File: src/rtl/icape_pkg.sv
// Shared definitions for the ICAPE2 command sequencer: op codes, register map, state encoding.
`default_nettype none

package icape_pkg;

    localparam logic [1:0] OP_READ   = 2'd0;
    localparam logic [1:0] OP_WRITE  = 2'd1;
    localparam logic [1:0] OP_REBOOT = 2'd2;
    localparam logic [1:0] OP_RSVD   = 2'd3;

    localparam logic [4:0] REG_CMD    = 5'h04;
    localparam logic [4:0] REG_STAT   = 5'h07;
    localparam logic [4:0] REG_IDCODE = 5'h0c;
    localparam logic [4:0] REG_WBSTAR = 5'h10;

    localparam logic [31:0] CMD_IPROG = 32'h0000000f;

    typedef enum logic [2:0] {
        ST_IDLE = 3'd0,
        ST_STB  = 3'd1,
        ST_ACK  = 3'd2,
        ST_STB2 = 3'd3,
        ST_ACK2 = 3'd4,
        ST_RESP = 3'd5
    } seq_state_t;

endpackage

`default_nettype wire

File: src/rtl/wbicape_seq.sv
// Wishbone master that sequences READ/WRITE/REBOOT commands onto the ICAPE2 register bus,
// with a per-beat ack timeout so a hung or rebooting slave never blocks the requester.
`default_nettype none

module wbicape_seq
    import icape_pkg::*;
#(
    parameter int TIMEOUT_LG = 10
) (
    input  logic        i_clk,
    input  logic        i_reset_n,
    input  logic        i_cmd_valid,
    output logic        o_cmd_ready,
    input  logic [1:0]  i_cmd_op,
    input  logic [4:0]  i_cmd_addr,
    input  logic [31:0] i_cmd_data,
    output logic        o_rsp_valid,
    output logic        o_rsp_err,
    output logic [31:0] o_rsp_data,
    output logic        o_wb_cyc,
    output logic        o_wb_stb,
    output logic        o_wb_we,
    output logic [4:0]  o_wb_addr,
    output logic [31:0] o_wb_data,
    output logic [3:0]  o_wb_sel,
    input  logic        i_wb_stall,
    input  logic        i_wb_ack,
    input  logic [31:0] i_wb_data
);

    localparam logic [TIMEOUT_LG-1:0] T_LAST = {TIMEOUT_LG{1'b1}};
    // Leave a beat one cycle before saturation so the bus is released exactly 2^LG-1 cycles after stb.
    localparam logic [TIMEOUT_LG-1:0] T_HIT  = {{(TIMEOUT_LG-1){1'b1}}, 1'b0};

    seq_state_t state;
    seq_state_t state_d;

    logic [1:0]            op_q;
    logic                  we_q;
    logic [4:0]            addr_q;
    logic [31:0]           wdata_q;
    logic                  rsp_err_q;
    logic [31:0]           rsp_data_q;
    logic [TIMEOUT_LG-1:0] timer;

    logic latch_cmd;
    logic clr_timer;
    logic load_beat2;
    logic cap_rdata;
    logic set_err;
    logic busy;
    logic timeout;

    assign busy    = (state == ST_STB) || (state == ST_ACK) ||
                     (state == ST_STB2) || (state == ST_ACK2);
    assign timeout = (timer == T_HIT);

    always_ff @(posedge i_clk or negedge i_reset_n) begin
        if (!i_reset_n) begin
            state <= ST_IDLE;
        end else begin
            state <= state_d;
        end
    end

    always_comb begin
        state_d    = state;
        latch_cmd  = 1'b0;
        clr_timer  = 1'b0;
        load_beat2 = 1'b0;
        cap_rdata  = 1'b0;
        set_err    = 1'b0;
        case (state)
            ST_IDLE: begin
                if (i_cmd_valid) begin
                    latch_cmd = 1'b1;
                    if (i_cmd_op == OP_RSVD) begin
                        state_d = ST_RESP;
                    end else begin
                        state_d   = ST_STB;
                        clr_timer = 1'b1;
                    end
                end
            end
            ST_STB, ST_STB2: begin
                if (timeout) begin
                    state_d = ST_RESP;
                    set_err = 1'b1;
                end else if (!i_wb_stall) begin
                    state_d = (state == ST_STB) ? ST_ACK : ST_ACK2;
                end
            end
            ST_ACK: begin
                if (i_wb_ack) begin
                    if (op_q == OP_REBOOT) begin
                        state_d    = ST_STB2;
                        clr_timer  = 1'b1;
                        load_beat2 = 1'b1;
                    end else begin
                        state_d   = ST_RESP;
                        cap_rdata = (op_q == OP_READ);
                    end
                end else if (timeout) begin
                    state_d = ST_RESP;
                    set_err = 1'b1;
                end
            end
            ST_ACK2: begin
                if (i_wb_ack) begin
                    state_d = ST_RESP;
                end else if (timeout) begin
                    state_d = ST_RESP;
                    set_err = 1'b1;
                end
            end
            ST_RESP: state_d = ST_IDLE;
            default: state_d = ST_IDLE;
        endcase
    end

    always_ff @(posedge i_clk or negedge i_reset_n) begin
        if (!i_reset_n) begin
            op_q       <= OP_READ;
            we_q       <= 1'b0;
            addr_q     <= '0;
            wdata_q    <= '0;
            rsp_err_q  <= 1'b0;
            rsp_data_q <= '0;
            timer      <= '0;
        end else begin
            if (latch_cmd) begin
                op_q       <= i_cmd_op;
                rsp_err_q  <= (i_cmd_op == OP_RSVD);
                rsp_data_q <= '0;
                if (i_cmd_op != OP_RSVD) begin
                    we_q    <= (i_cmd_op != OP_READ);
                    addr_q  <= (i_cmd_op == OP_REBOOT) ? REG_WBSTAR : i_cmd_addr;
                    wdata_q <= (i_cmd_op == OP_READ) ? 32'h0 : i_cmd_data;
                end
            end
            if (load_beat2) begin
                we_q    <= 1'b1;
                addr_q  <= REG_CMD;
                wdata_q <= CMD_IPROG;
            end
            if (cap_rdata) begin
                rsp_data_q <= i_wb_data;
            end
            if (set_err) begin
                rsp_err_q  <= 1'b1;
                rsp_data_q <= '0;
            end
            if (clr_timer) begin
                timer <= '0;
            end else if (busy && (timer != T_LAST)) begin
                timer <= timer + 1'b1;
            end
        end
    end

    assign o_cmd_ready = (state == ST_IDLE);
    assign o_rsp_valid = (state == ST_RESP);
    assign o_rsp_err   = (state == ST_RESP) && rsp_err_q;
    assign o_rsp_data  = (state == ST_RESP) ? rsp_data_q : 32'h0;
    assign o_wb_cyc    = busy;
    assign o_wb_stb    = (state == ST_STB) || (state == ST_STB2);
    assign o_wb_we     = we_q;
    assign o_wb_addr   = addr_q;
    assign o_wb_data   = wdata_q;
    assign o_wb_sel    = 4'hf;

endmodule

`default_nettype wire

File: config.mk
export PLATFORM = sky130hd
export DESIGN_NAME = wbicape_seq
export DESIGN_NICKNAME = d
export VERILOG_FILES = /design/src/rtl/icape_pkg.sv /design/src/rtl/wbicape_seq.sv
export SDC_FILE = /design/constraint.sdc
export NUM_CORES = 1
export LEC_CHECK = 0
export BUFFER_PORTS_ARGS = -buffer_cell sky130_fd_sc_hd__buf_4
export CORE_MARGIN = 8
export CORE_UTILIZATION = 44
export DETAILED_ROUTE_END_ITERATION = 10
export GPL_TIMING_DRIVEN = 0
export HOLD_SLACK_MARGIN = 0.05
export MAX_ROUTING_LAYER = met4
export PLACE_DENSITY = 0.86
export SLEW_MARGIN = 10
export SYNTH_ARGS = -nofsm -noshare
export SYNTH_HDL_FRONTEND = slang
export SYNTH_SLANG_ARGS = --single-unit
File: constraint.sdc
create_clock -name i_clk -period 1.9 [get_ports i_clk]
set_input_delay 0.285 -clock i_clk [delete_from_list [all_inputs] [get_ports i_clk]]
set_output_delay 0.285 -clock i_clk [all_outputs]
set_load 0.01 [all_outputs]
**After elaboration in Yosys (flattened, before gate mapping)**

Cells that the tools add are included.

- $add $sub $neg: 1
- Equal/unequal tests: 13
- Muxes and demuxes: 43
- Reduce and logical (&&, ||, !) cells: 19

Operator list:

| operator | count |
|---|---|
| 32-bit two-way mux | 8 |
| 3-bit two-way mux | 9 |
| 10-bit two-way mux | 2 |
| 5-bit two-way mux | 4 |
| 1-bit two-way mux | 17 |
| 3-bit one-hot mux with 4 select lines | 1 |
| 10-bit by 1-bit adder with 10-bit output, second input constant | 1 |
| 10-bit == test, second input constant | 1 |
| 10-bit inequality test, second input constant | 1 |
| 2-bit nonzero test | 5 |
| 2-bit == test, second input constant | 3 |
| 3-bit by 2-bit == test with 1-bit output, second input constant | 2 |
| 3-bit == test, second input constant | 2 |
| 2-bit logical NOT | 2 |
| 1-bit logical OR | 4 |
| 2-bit inequality test, second input constant | 2 |
| 1-bit one-hot mux with 2 select lines | 2 |
| 2-bit AND reduction | 2 |
| 2-bit OR reduction | 2 |
| 3-bit by 1-bit == test with 1-bit output, second input constant | 1 |
| 3-bit logical NOT | 1 |
| 3-bit inequality test, second input constant | 1 |
| 3-bit nonzero test | 1 |
| 1-bit logical AND | 2 |

- Register bits after elaboration: 86
- Output and inout bits: 79
- Logic and storage cells: 84

**Longest topological paths before layout**

Gate-level depths: netlist of the first run.

- Depth in word-level cells: 7
- Depth in mapped cells: 6

**Least setup slack after synthesis of the first run**

No wires, ideal clock.

- Path kind: register -> register
- Start: reg state[1]
- End: reg timer[7]
- Setup time: 78 ps
- Arrival time: 1756 ps
- Path slack: 67 ps
- Stages on the path, launching flop included: 6
- Buffers on the path: 1
- Clock period less this slack: 1833 ps
- Cells stage by stage: dfrtp_1 buf_6 o21a_1 or4_4 or4_1 a21oi_1

- Longest elaborated chain between the ends: 6

Ends and longest elaborated chain:

| item | line | source |
|---|---|---|
| start, declared | wbicape_seq.sv:35 | `seq_state_t state;` |
| start signal, assigned | wbicape_seq.sv:62 | `state <= state_d;` |
| 3-bit by 1-bit == test with 1-bit output / 3-bit by 2-bit == test with 1-bit output (equally long branches) | wbicape_seq.sv:54, wbicape_seq.sv:73 |  |
| 1-bit logical OR (2 in a row) | wbicape_seq.sv:54 | `assign busy = (state == ST_STB) \|\| (state == ST_ACK) \|\|` |
| 1-bit logical OR | wbicape_seq.sv:55 | `(state == ST_STB2) \|\| (state == ST_ACK2);` |
| 1-bit logical AND | wbicape_seq.sv:155 | `end else if (busy && (timer != T_LAST)) begin` |
| 2-bit nonzero test (no source line) | - |  |
| end signal, assigned | wbicape_seq.sv:156 | `timer <= timer + 1'b1;` |
| end, declared | wbicape_seq.sv:44 | `logic [TIMEOUT_LG-1:0] timer;` |

Parallel ways exist; a longest one is shown, timed or not.
A chain may end at the register's enable or synchronous reset.

**Worst setup path after layout of the first run**

- Start: reg state[2]
- End: out o_rsp_data[20]

- Longest elaborated chain between the ends: 2

Ends and longest elaborated chain:

| item | line | source |
|---|---|---|
| 3-bit == test | wbicape_seq.sv:164 | `assign o_rsp_data = (state == ST_RESP) ? rsp_data_q : 32'h0;` |
| 32-bit two-way mux | wbicape_seq.sv:164 |  |
| end, declared | wbicape_seq.sv:19 | `output logic [31:0] o_rsp_data,` |

Every way passes these cells.

==> run metrics, run 1 <==
run status=finished with violations; failing checks=setup timing; routed len/inst=between 15 and 20 um; final core utilization=around two thirds; max-cap viol count=0; post-synthesis register bit count=86; H-tree Lvls=3; Cell Pwr Density=between 1000 and 1500 nW/um^2; Cell Rows=34; Die Width=~110 um; Setup Viol. Count Final=6; placer congestion estimate=around 0.84; Syn Inst Count=338; part of the power in registers=between 40% and 50%; Slew HR=between 20 and 30%; Logic pwr share=a little over two fifths; power share of the clock group=~16%; CP Class=reg -> out; final WL=between 10000 and 15000 um; unique cell type count in the Yosys netlist=43; Final min period=about 1.9 ns; Post-DRT Antenna Nets=0; class of the most critical hold timing path=in -> async; Psw=approximately 2.5 mW; post-placement cell count=599; GRT Util Overall=between 10% and 20%; switching share of power=a little over a third; worst setup path start=state[2]; # clock sinks=86; Worst Setup EP=o_rsp_data[20]; Avg Synthesized Cell Area=roughly 11 um^2; Slew Viols, Final=0; TritonCTS clock tree=done; critical path arrival=between 1.5 and 2 ns; vias in the first global route=3616; Via-to-Cell Ratio=5.355; Iteration-0 DRC Markers=about 210; final hold vios=0; clk buf depth=2; Die Y=between 100 and 150 um; top-area cell type share of the netlist area=56.34%; GR Overflow Total=0; Setup Skew=approximately 0.014 ns; Post-synth EDFFs=0; CP startpoint kind=flop; worst-path cell chain=buf_6, nand2_4, nor2_4, clkbuf_8, and2_4, buf_4; clk_lat worst skew=approximately 0.35 ns; peak supply drop=approximately 0.6 mV; largest net degree at the start of global routing=87; register area share after synthesis=~56%; Reg2Reg Setup Slack=about 0.010 ns; layout cells sized above 1=43.35%; R2R depth=5; core area=between 8000 and 9000 um^2; Peak Freq=~0.52 GHz; Post-Syn Area=around 3800 um^2; DP HPWL=roughly 8300 um; final worst-path cycle share=101.0%; Synth async-reset ratio=100.0%; Worst R2R End=timer[7]; Req. time, crit path=approximately 1.6 ns; filler cell count=a little under 700; Layout Cells excl Fill=about 630; FF/Latch Area=2152 um^2; Final WS setup=-0.01956 ns; slowest stage delay, CP=0.43 ns; Area Overhead vs Synth=46.02%; clock-pin transition on the worst setup and hold timing paths=approximately 0.09 ns; P_int=about 4.5 mW; # IOs=~160; Vias=3395; reg-to-reg critical path startpoint=state[1]; Initial Util=44.67%; # DRC=0; dominant cell type by area after synthesis=dfrtp_1; number of CTS-inserted buffers=9; antenna diode count=0; Root Driver=clkbuf_8; CP Capture Type=output pin; Die ar.=approximately 12000 um^2; CP max FO=6; global-route wire length before repair=~18000 um; RSZ-0062 raised after global routing=yes; initial antenna violation count=0; worst-margin pin slew=around 1.1 ns; yosys warns=0; multi-input logic area=1619 um^2; Worst path slowest cell=dfrtp_1; drt pass-1 iters=4; Leak=2.853 nW; ys flop type=dfrtp_1; Port Buffer Count=150; Nets=600; top post-synthesis cells by area=dfrtp_1 (56%), a22o_1 (14%), and2_1 (5.7%)
[what timing repair did]
item                                    CTS  global route
gates resized for setup                  30            28
pin swaps                                 3             5
endpoints found under the setup margin  101            88
hold buffers                              0             0
buffers inserted                         10             7
gates cloned                              4             0
[metrics by stage]
step                       TNS, ns  hold WS, ns  cell area [um^2]  setup WS (ns)  power, mW
after global routing        -2.347       0.1277              5578        -0.1044      7.397
after global placement      -5.657       0.4743              5092        -0.1499      5.304
after floorplan                  0     -0.01059              3831        0.06669      4.234
after CTS                  -0.1688       0.1346              5458       -0.01671      6.827
final                     -0.04494      0.09895              5578       -0.01956      6.940
after detailed placement    -8.764       0.4733              5092        -0.2113      5.420
[layer usage]
metal	GRT usage [%]	vias up	share of wire [%]
li1	-	1606	-
met1	24.66	1658	42
met2	31.67	117	51
met3	3.960	14	5.3
met4	6.750	0	1.7
met5	-	-	0
[sequential cells by signal, summed over array words and instances, names as in the netlist]
| register | flops |
|---|---|
| op_q | 2 |
| state | 3 |
| o_wb_data | 32 |
| o_wb_addr | 5 |
| rsp_data_q | 32 |
| o_wb_we | 1 |
| rsp_err_q | 1 |
| timer | 10 |
[cell families (layout without fill, tap and decap cells)]
group / Yosys count / after routing / synth area share, %
flops: 86 / 86 / 56.34
compound gates: 102 / 102 / 21.13
buf+inv: 29 / 213 / 3.734
mux: 2 / 2 / 0.5241
other cells: 1 / 4 / 0.09817
simple gates: 114 / 115 / 17.06
xor+xnor: 2 / 2 / 0.4586
fa+ha+maj: 2 / 2 / 0.6550
[cell usage after synthesis, drive strengths merged (5+ instances only)]
cell type / instances
a21oi: 10
a22o: 62
and2: 35
and3: 6
buf: 14
clkbuf: 11
dfrtp: 86
nand2: 25
nand3: 9
nor2: 8
nor3: 5
o21ai: 8
[worst max-delay path: cells and delay by family, from the launching register on]
kind,cells,cell delay [ns]
DFF,1,0.43
buffers and inverters,3,0.45
and+or+nand+nor,3,0.39
[layout by cell type, fill, tap and decap left out, types with 4 or more instances in the layout]
master | synthesis | layout
buf_4 | 4 | 168
dfrtp_1 | 86 | 86
a22o_1 | 62 | 62
and2_1 | 35 | 28
nand2_1 | 25 | 24
buf_6 | 1 | 12
clkbuf_8 | 0 | 11
a21oi_1 | 10 | 9
nand3_1 | 9 | 9
and2_4 | 0 | 7
o21ai_0 | 8 | 7
and3_1 | 6 | 6
nor2_1 | 8 | 6
clkbuf_2 | 0 | 5
nor3_1 | 5 | 5
nor2b_1 | 4 | 4
o22ai_1 | 4 | 4
o211ai_1 | 4 | 4
conb_1 | 1 | 4
[worst min path at each step]
stage	endpoint	startpoint	slack, ns
floorplan	o_wb_addr[0]	i_reset_n	-0.01
global placement	rsp_data_q[28]	rsp_data_q[28]	0.47
detailed placement	rsp_data_q[20]	rsp_data_q[20]	0.47
CTS	o_wb_data[20]	i_cmd_data[20]	0.13
global route	o_wb_data[9]	i_cmd_data[9]	0.13
finish	rsp_data_q[29]	i_reset_n	0.1
[final cells by class]
type                       instances  area share, %
inverter                           4         0.2692
buffer                            24          3.499
sequential                        86          38.58
tap                              108          2.423
clock buffer                      10          2.288
multi-input combinational        227          29.03
clock inverter                     5         0.6281
timing repair buffer             170          23.28
[power by group through the flow]
stage	logic (mW)	registers, mW	clock network [mW]
floorplan	1.32	2.92	0
global placement	2.46	2.84	0
detailed placement	2.56	2.86	0
CTS	2.83	2.86	1.15
global route	3.21	2.95	1.24
finish	2.94	2.87	1.12
Power figures use the tool's default switching activity.
==> run 2: changes to the inputs <==
--- a/config.mk
+++ b/config.mk
@@ -13,6 +13,7 @@
 export HOLD_SLACK_MARGIN = 0.05
 export MAX_ROUTING_LAYER = met4
 export PLACE_DENSITY = 0.86
+export RECOVER_POWER = 100
 export SLEW_MARGIN = 10
 export SYNTH_ARGS = -nofsm -noshare
 export SYNTH_HDL_FRONTEND = slang
==> run metrics, run 2 (same netlist as run 1, synthesis figures left out) <==
final worst-path cycle share=101.1%; worst setup path start=state[2]; vias in the first global route=3616; antenna diode count=0; Top delay family on crit path=buffers and inverters; CP Capture Type=output pin; initial antenna violation count=0; Nets=600; global-route wire length before repair=18210 um; # IOs=between 150 and 200; Die Y=~110 um; GR Overflow Total=0; Peak Freq=around 0.52 GHz; Area Overhead vs Synth=42.29%; Vias=about 3400; slowest stage delay, CP=approximately 0.43 ns; Req. time, crit path=1.62 ns; core area=approximately 8600 um^2; reg-to-reg critical path startpoint=state[1]; placer congestion estimate=approximately 0.84; drt pass-1 iters=4; Die ar.=between 10000 and 15000 um^2; Leak=about 2.7 nW; CP startpoint kind=flop; Iteration-0 DRC Markers=between 150 and 200; multi-input logic area=around 1600 um^2; Worst R2R End=timer[7]; Worst path slowest cell=dfrtp_1; clock-pin transition on the worst setup and hold timing paths=0.09 ns; Worst Setup EP=o_rsp_data[20]; Final min period=between 1.5 and 2 ns; R2R depth=5; failing checks=setup timing; final core utilization=63.56%; critical path arrival=1.64 ns; Setup Skew=roughly 0.014 ns; RSZ-0062 raised after global routing=yes; commonest cells after routing, fill and taps aside=buf_4 (129), dfrtp_1 (86), a22o_1 (62), clkbuf_1 (41), and2_1 (28); layout cells sized above 1=about 36%; GRT Util Overall=between 15 and 20%; Slew Viols, Final=0; worst-margin pin slew=approximately 1.2 ns; Cell Pwr Density=approximately 1200 nW/um^2; run status=finished with violations; FF/Latch Area=approximately 2200 um^2; filler cell count=730; max-cap viol count=0; # clock sinks=86; Final WS setup=-0.02158 ns; worst-path cell chain=buf_6, nand2_4, nor2_4, clkbuf_8, and2_4, buf_4; peak supply drop=roughly 0.57 mV; Initial Util=between 40% and 50%; CP Class=reg -> out; Setup Viol. Count Final=6; worst slack at placement=-0.2113 ns; number of CTS-inserted buffers=9; H-tree Lvls=3; DP HPWL=about 8300 um; Port Buffer Count=150; Cell Rows=34; clk_lat worst skew=roughly 0.35 ns; final hold vios=0; # DRC=0; TritonCTS clock tree=done; CTS Hold Bufs=0; Slew HR=between 20% and 30%; most common cell after layout, fill and taps aside=buf_4; clk buf depth=2; Via-to-Cell Ratio=approximately 5.4; routed len/inst=18.22 um; Reg2Reg Setup Slack=~0.010 ns; Crit path depth=6; final WL=between 10000 and 15000 um; Die Width=109.2 um; WHS=approximately 0.15 ns; class of the most critical hold timing path=in -> async; CP max FO=6; Tot Pwr=between 6 and 7 mW; largest net degree at the start of global routing=87; Post-DRT Antenna Nets=0; crit path buf inv count=3; Root Driver=clkbuf_8
## run 2: worst min path at each step
stage / slack, ns / depth (start not counted) / endpoint
6_report: 0.15 / 1 / rsp_data_q[29]
5_1_grt: 0.13 / 2 / o_wb_data[9]
4_1_cts: 0.13 / 2 / o_wb_data[20]
3_5_place_dp: 0.47 / 1 / rsp_data_q[20]
3_3_place_gp: 0.47 / 1 / rsp_data_q[28]
2_1_floorplan: -0.01 / 0 / o_wb_addr[0]
## run 2: repair_timing
item | 4_1_cts | 5_1_grt
gates cloned | 4 | 0
endpoints found under the hold margin | 0 | 0
endpoints found under the setup margin | 101 | 88
setup buffers | 10 | 7
pin swaps | 3 | 5
resized for setup | 30 | 28
## run 2: stage by stage
stage / instances / TNS, ns / instance area, um^2
after floorplan: 341 / 0 / 3831
after global placement: 599 / -5.657 / 5092
after detailed placement: 599 / -8.764 / 5092
after CTS: 628 / -0.1688 / 5458
after global routing: 634 / -2.347 / 5435
final: 634 / -0.04918 / 5435
## run 2: routing by layer
metal / vias to the layer above / track usage (%) / wire length (um)
li1: 1608 / - / -
met3: 14 / 3.960 / 603
met5: - / - / 0
met4: 0 / 6.750 / 195
met1: 1681 / 24.66 / 4823
met2: 122 / 31.67 / 5930
## run 2: area by class of cell
type,instances,area share [%]
Sequential cell,86,39.59
Inverter,4,0.2762
Buffer,24,3.591
Tap cell,108,2.486
Multi-Input combinational cell,227,29.79
Clock buffer,10,2.348
Timing Repair Buffer,170,21.27
Clock inverter,5,0.6446
## run 2: where the power goes
part           switching, mW  internal [mW]  leakage [nW]
combinational           1.40           1.31          1.48
sequential             0.419           2.44          1.14
clock                  0.648          0.471        0.0825
total                   2.47           4.22          2.70
==> run 3: changes to the inputs <==
--- a/config.mk
+++ b/config.mk
@@ -6,13 +6,14 @@
 export NUM_CORES = 1
 export LEC_CHECK = 0
 export BUFFER_PORTS_ARGS = -buffer_cell sky130_fd_sc_hd__buf_4
-export CORE_MARGIN = 8
-export CORE_UTILIZATION = 44
+export CELL_PAD_IN_SITES_DETAIL_PLACEMENT = 2
+export CELL_PAD_IN_SITES_GLOBAL_PLACEMENT = 2
+export CORE_UTILIZATION = 26
 export DETAILED_ROUTE_END_ITERATION = 10
 export GPL_TIMING_DRIVEN = 0
 export HOLD_SLACK_MARGIN = 0.05
 export MAX_ROUTING_LAYER = met4
-export PLACE_DENSITY = 0.86
+export PLACE_DENSITY = 0.84
 export RECOVER_POWER = 100
 export SLEW_MARGIN = 10
 export SYNTH_ARGS = -nofsm -noshare
==> run metrics, run 3 (same netlist as run 1, synthesis figures left out) <==
commonest cells after routing, fill and taps aside=buf_4 (116), dfrtp_1 (86), a22o_1 (62), clkbuf_1 (40), buf_6 (35); Setup Viol. Count Final=34; Peak Freq=0.5127 GHz; # DRC=0; slowest stage delay, CP=around 0.43 ns; RSZ-0062 raised after global routing=yes; FF/Latch Area=2152 um^2; Leak=about 2.8 nW; peak supply drop=about 0.59 mV; core area=about 14000 um^2; Die ar.=about 15000 um^2; CP max FO=10; max-cap viol count=0; reg-to-reg critical path startpoint=state[2]; largest net degree at the start of global routing=87; Worst R2R End=rsp_data_q[11]; GRT Util Overall=a little under a fifth; class of the most critical hold timing path=in -> reg; Setup Skew=about 0.0084 ns; TritonCTS clock tree=done; met2 GRT Util=between 30% and 40%; GR Overflow Total=0; failing checks=setup timing; CP Class=reg -> reg; grt peak-use layer=met2; final instance area=around 6000 um^2; CP Capture Type=flop; Final min period=about 2 ns; number of CTS-inserted buffers=9; layout cells sized above 1=40.79%; filler cell count=around 1500; Port Buffer Count=150; hold_sp=i_cmd_data[22]; Reg2Reg Setup Slack=-0.05 ns; worst min-delay path endpoint=o_wb_data[22]; initial antenna violation count=0; Worst path slowest cell=dfrtp_1; CP startpoint kind=flop; vias in the first global route=about 4000; Top delay family on crit path=buffers and inverters; Area Overhead vs Synth=53.85%; R2R depth=9; # clock sinks=86; crit path buf inv count=6; Area after DPL=about 5200 um^2; Root Driver=clkbuf_16; final hold vios=0; global-route wire length before repair=between 20000 and 25000 um; post-placement cell count=671; Cell Pwr Density=~1300 nW/um^2; Die Y=123.2 um; clock-pin transition on the worst setup and hold timing paths=roughly 0.070 ns; Final WS setup=-0.05032 ns; Slew Viols, Final=0; final WL=approximately 14000 um; Req. time, crit path=2.13 ns; WHS Path Cells=2; CTS Hold Bufs=0; worst-margin pin slew=between 1 and 1.5 ns; worst-path cell chain=buf_6, buf_4, nor4b_4, buf_4, buf_4, a211oi_4, buf_4, buf_6, a22o_1; Post-DRT Antenna Nets=0; CP dominant cell by count=buf_4; GR Layer Usage met3=~5.6%; clk buf depth=2; Crit path depth=9; Via-to-Cell Ratio=roughly 5.0; met1 Track Usage GR=~22%; Nets=~610; critical path arrival=2.18 ns; Tot Pwr=around 7.7 mW; Vias=around 3600; most common cell after layout, fill and taps aside=buf_4; placer congestion estimate=approximately 0.76; run status=finished with violations; routed len/inst=19.15 um; H-tree Lvls=3; DP HPWL=9488 um; final worst-path cycle share=102.6%; Die Width=between 100 and 150 um; Cell Rows=between 40 and 50; Iteration-0 DRC Markers=about 110; multi-input logic area=1672 um^2; clk_lat worst skew=0.35 ns; antenna diode count=0; Layout Cells excl Fill=712; drt pass-1 iters=4; Initial Util=a little over a quarter; # IOs=roughly 160; TNS Setup=-0.8089 ns; Slew HR=between 10% and 20%
-- run 3: changes by cell type in the layout (fill, tap and decap cells not counted), sizes merged --
cell and change:
buf +9, inv +4, clkinv -3, clkinvlp -1
bufinv +1, nor2 -1, clkbuf -3
-- run 3: area by class of cell --
class	count	share of cell area [%]
Inverter	4	0.2555
Sequential cell	86	36.62
Clock inverter	6	1.256
Buffer	24	3.683
Tap cell	180	3.832
Timing Repair Buffer	176	21.84
Multi-Input combinational cell	226	28.44
Clock buffer	10	4.066
-- run 3: timing repair --
| action | in CTS | in global routing |
|---|---|---|
| endpoints found under the setup margin | 102 | 101 |
| setup buffers | 17 | 6 |
| gates cloned | 2 | 1 |
| pin swaps | 19 | 26 |
| gates resized for setup | 65 | 52 |
-- run 3: worst max-delay path by stage --
stage / start / end / slack [ns]
4_1_cts: state[0] / o_rsp_data[10] / -0.03
3_3_place_gp: state[2] / o_wb_addr[3] / -0.23
2_1_floorplan: state[1] / timer[7] / 0.07
5_1_grt: state[2] / o_wb_data[28] / -0.09
6_report: state[2] / rsp_data_q[11] / -0.05
3_5_place_dp: state[2] / o_wb_data[20] / -0.28
-- run 3: per-stage QoR --
step	hold slack, ns	util [%]	worst slack [ns]
global placement	0.4747	36.77	-0.2314
detailed placement	0.4776	36.77	-0.2806
global route	0.1329	41.69	-0.09429
floorplan	-0.01059	-	0.06669
finish	0.1458	41.69	-0.05032
CTS	0.1329	41.49	-0.03221
-- run 3: layer usage --
layer,vias up,wire length (um)
li1,1617,-
met1,1829,5577
met2,99,7165
met3,21,712
met4,0,180
met5,-,0
-- run 3: where the power goes --
part	leakage (nW)	switching, mW	total [mW]	internal (mW)
logic	1.56	1.51	2.92	1.41
registers	1.14	0.433	2.88	2.45
clock network	0.155	0.805	1.88	1.08
total	2.85	2.74	7.68	4.94
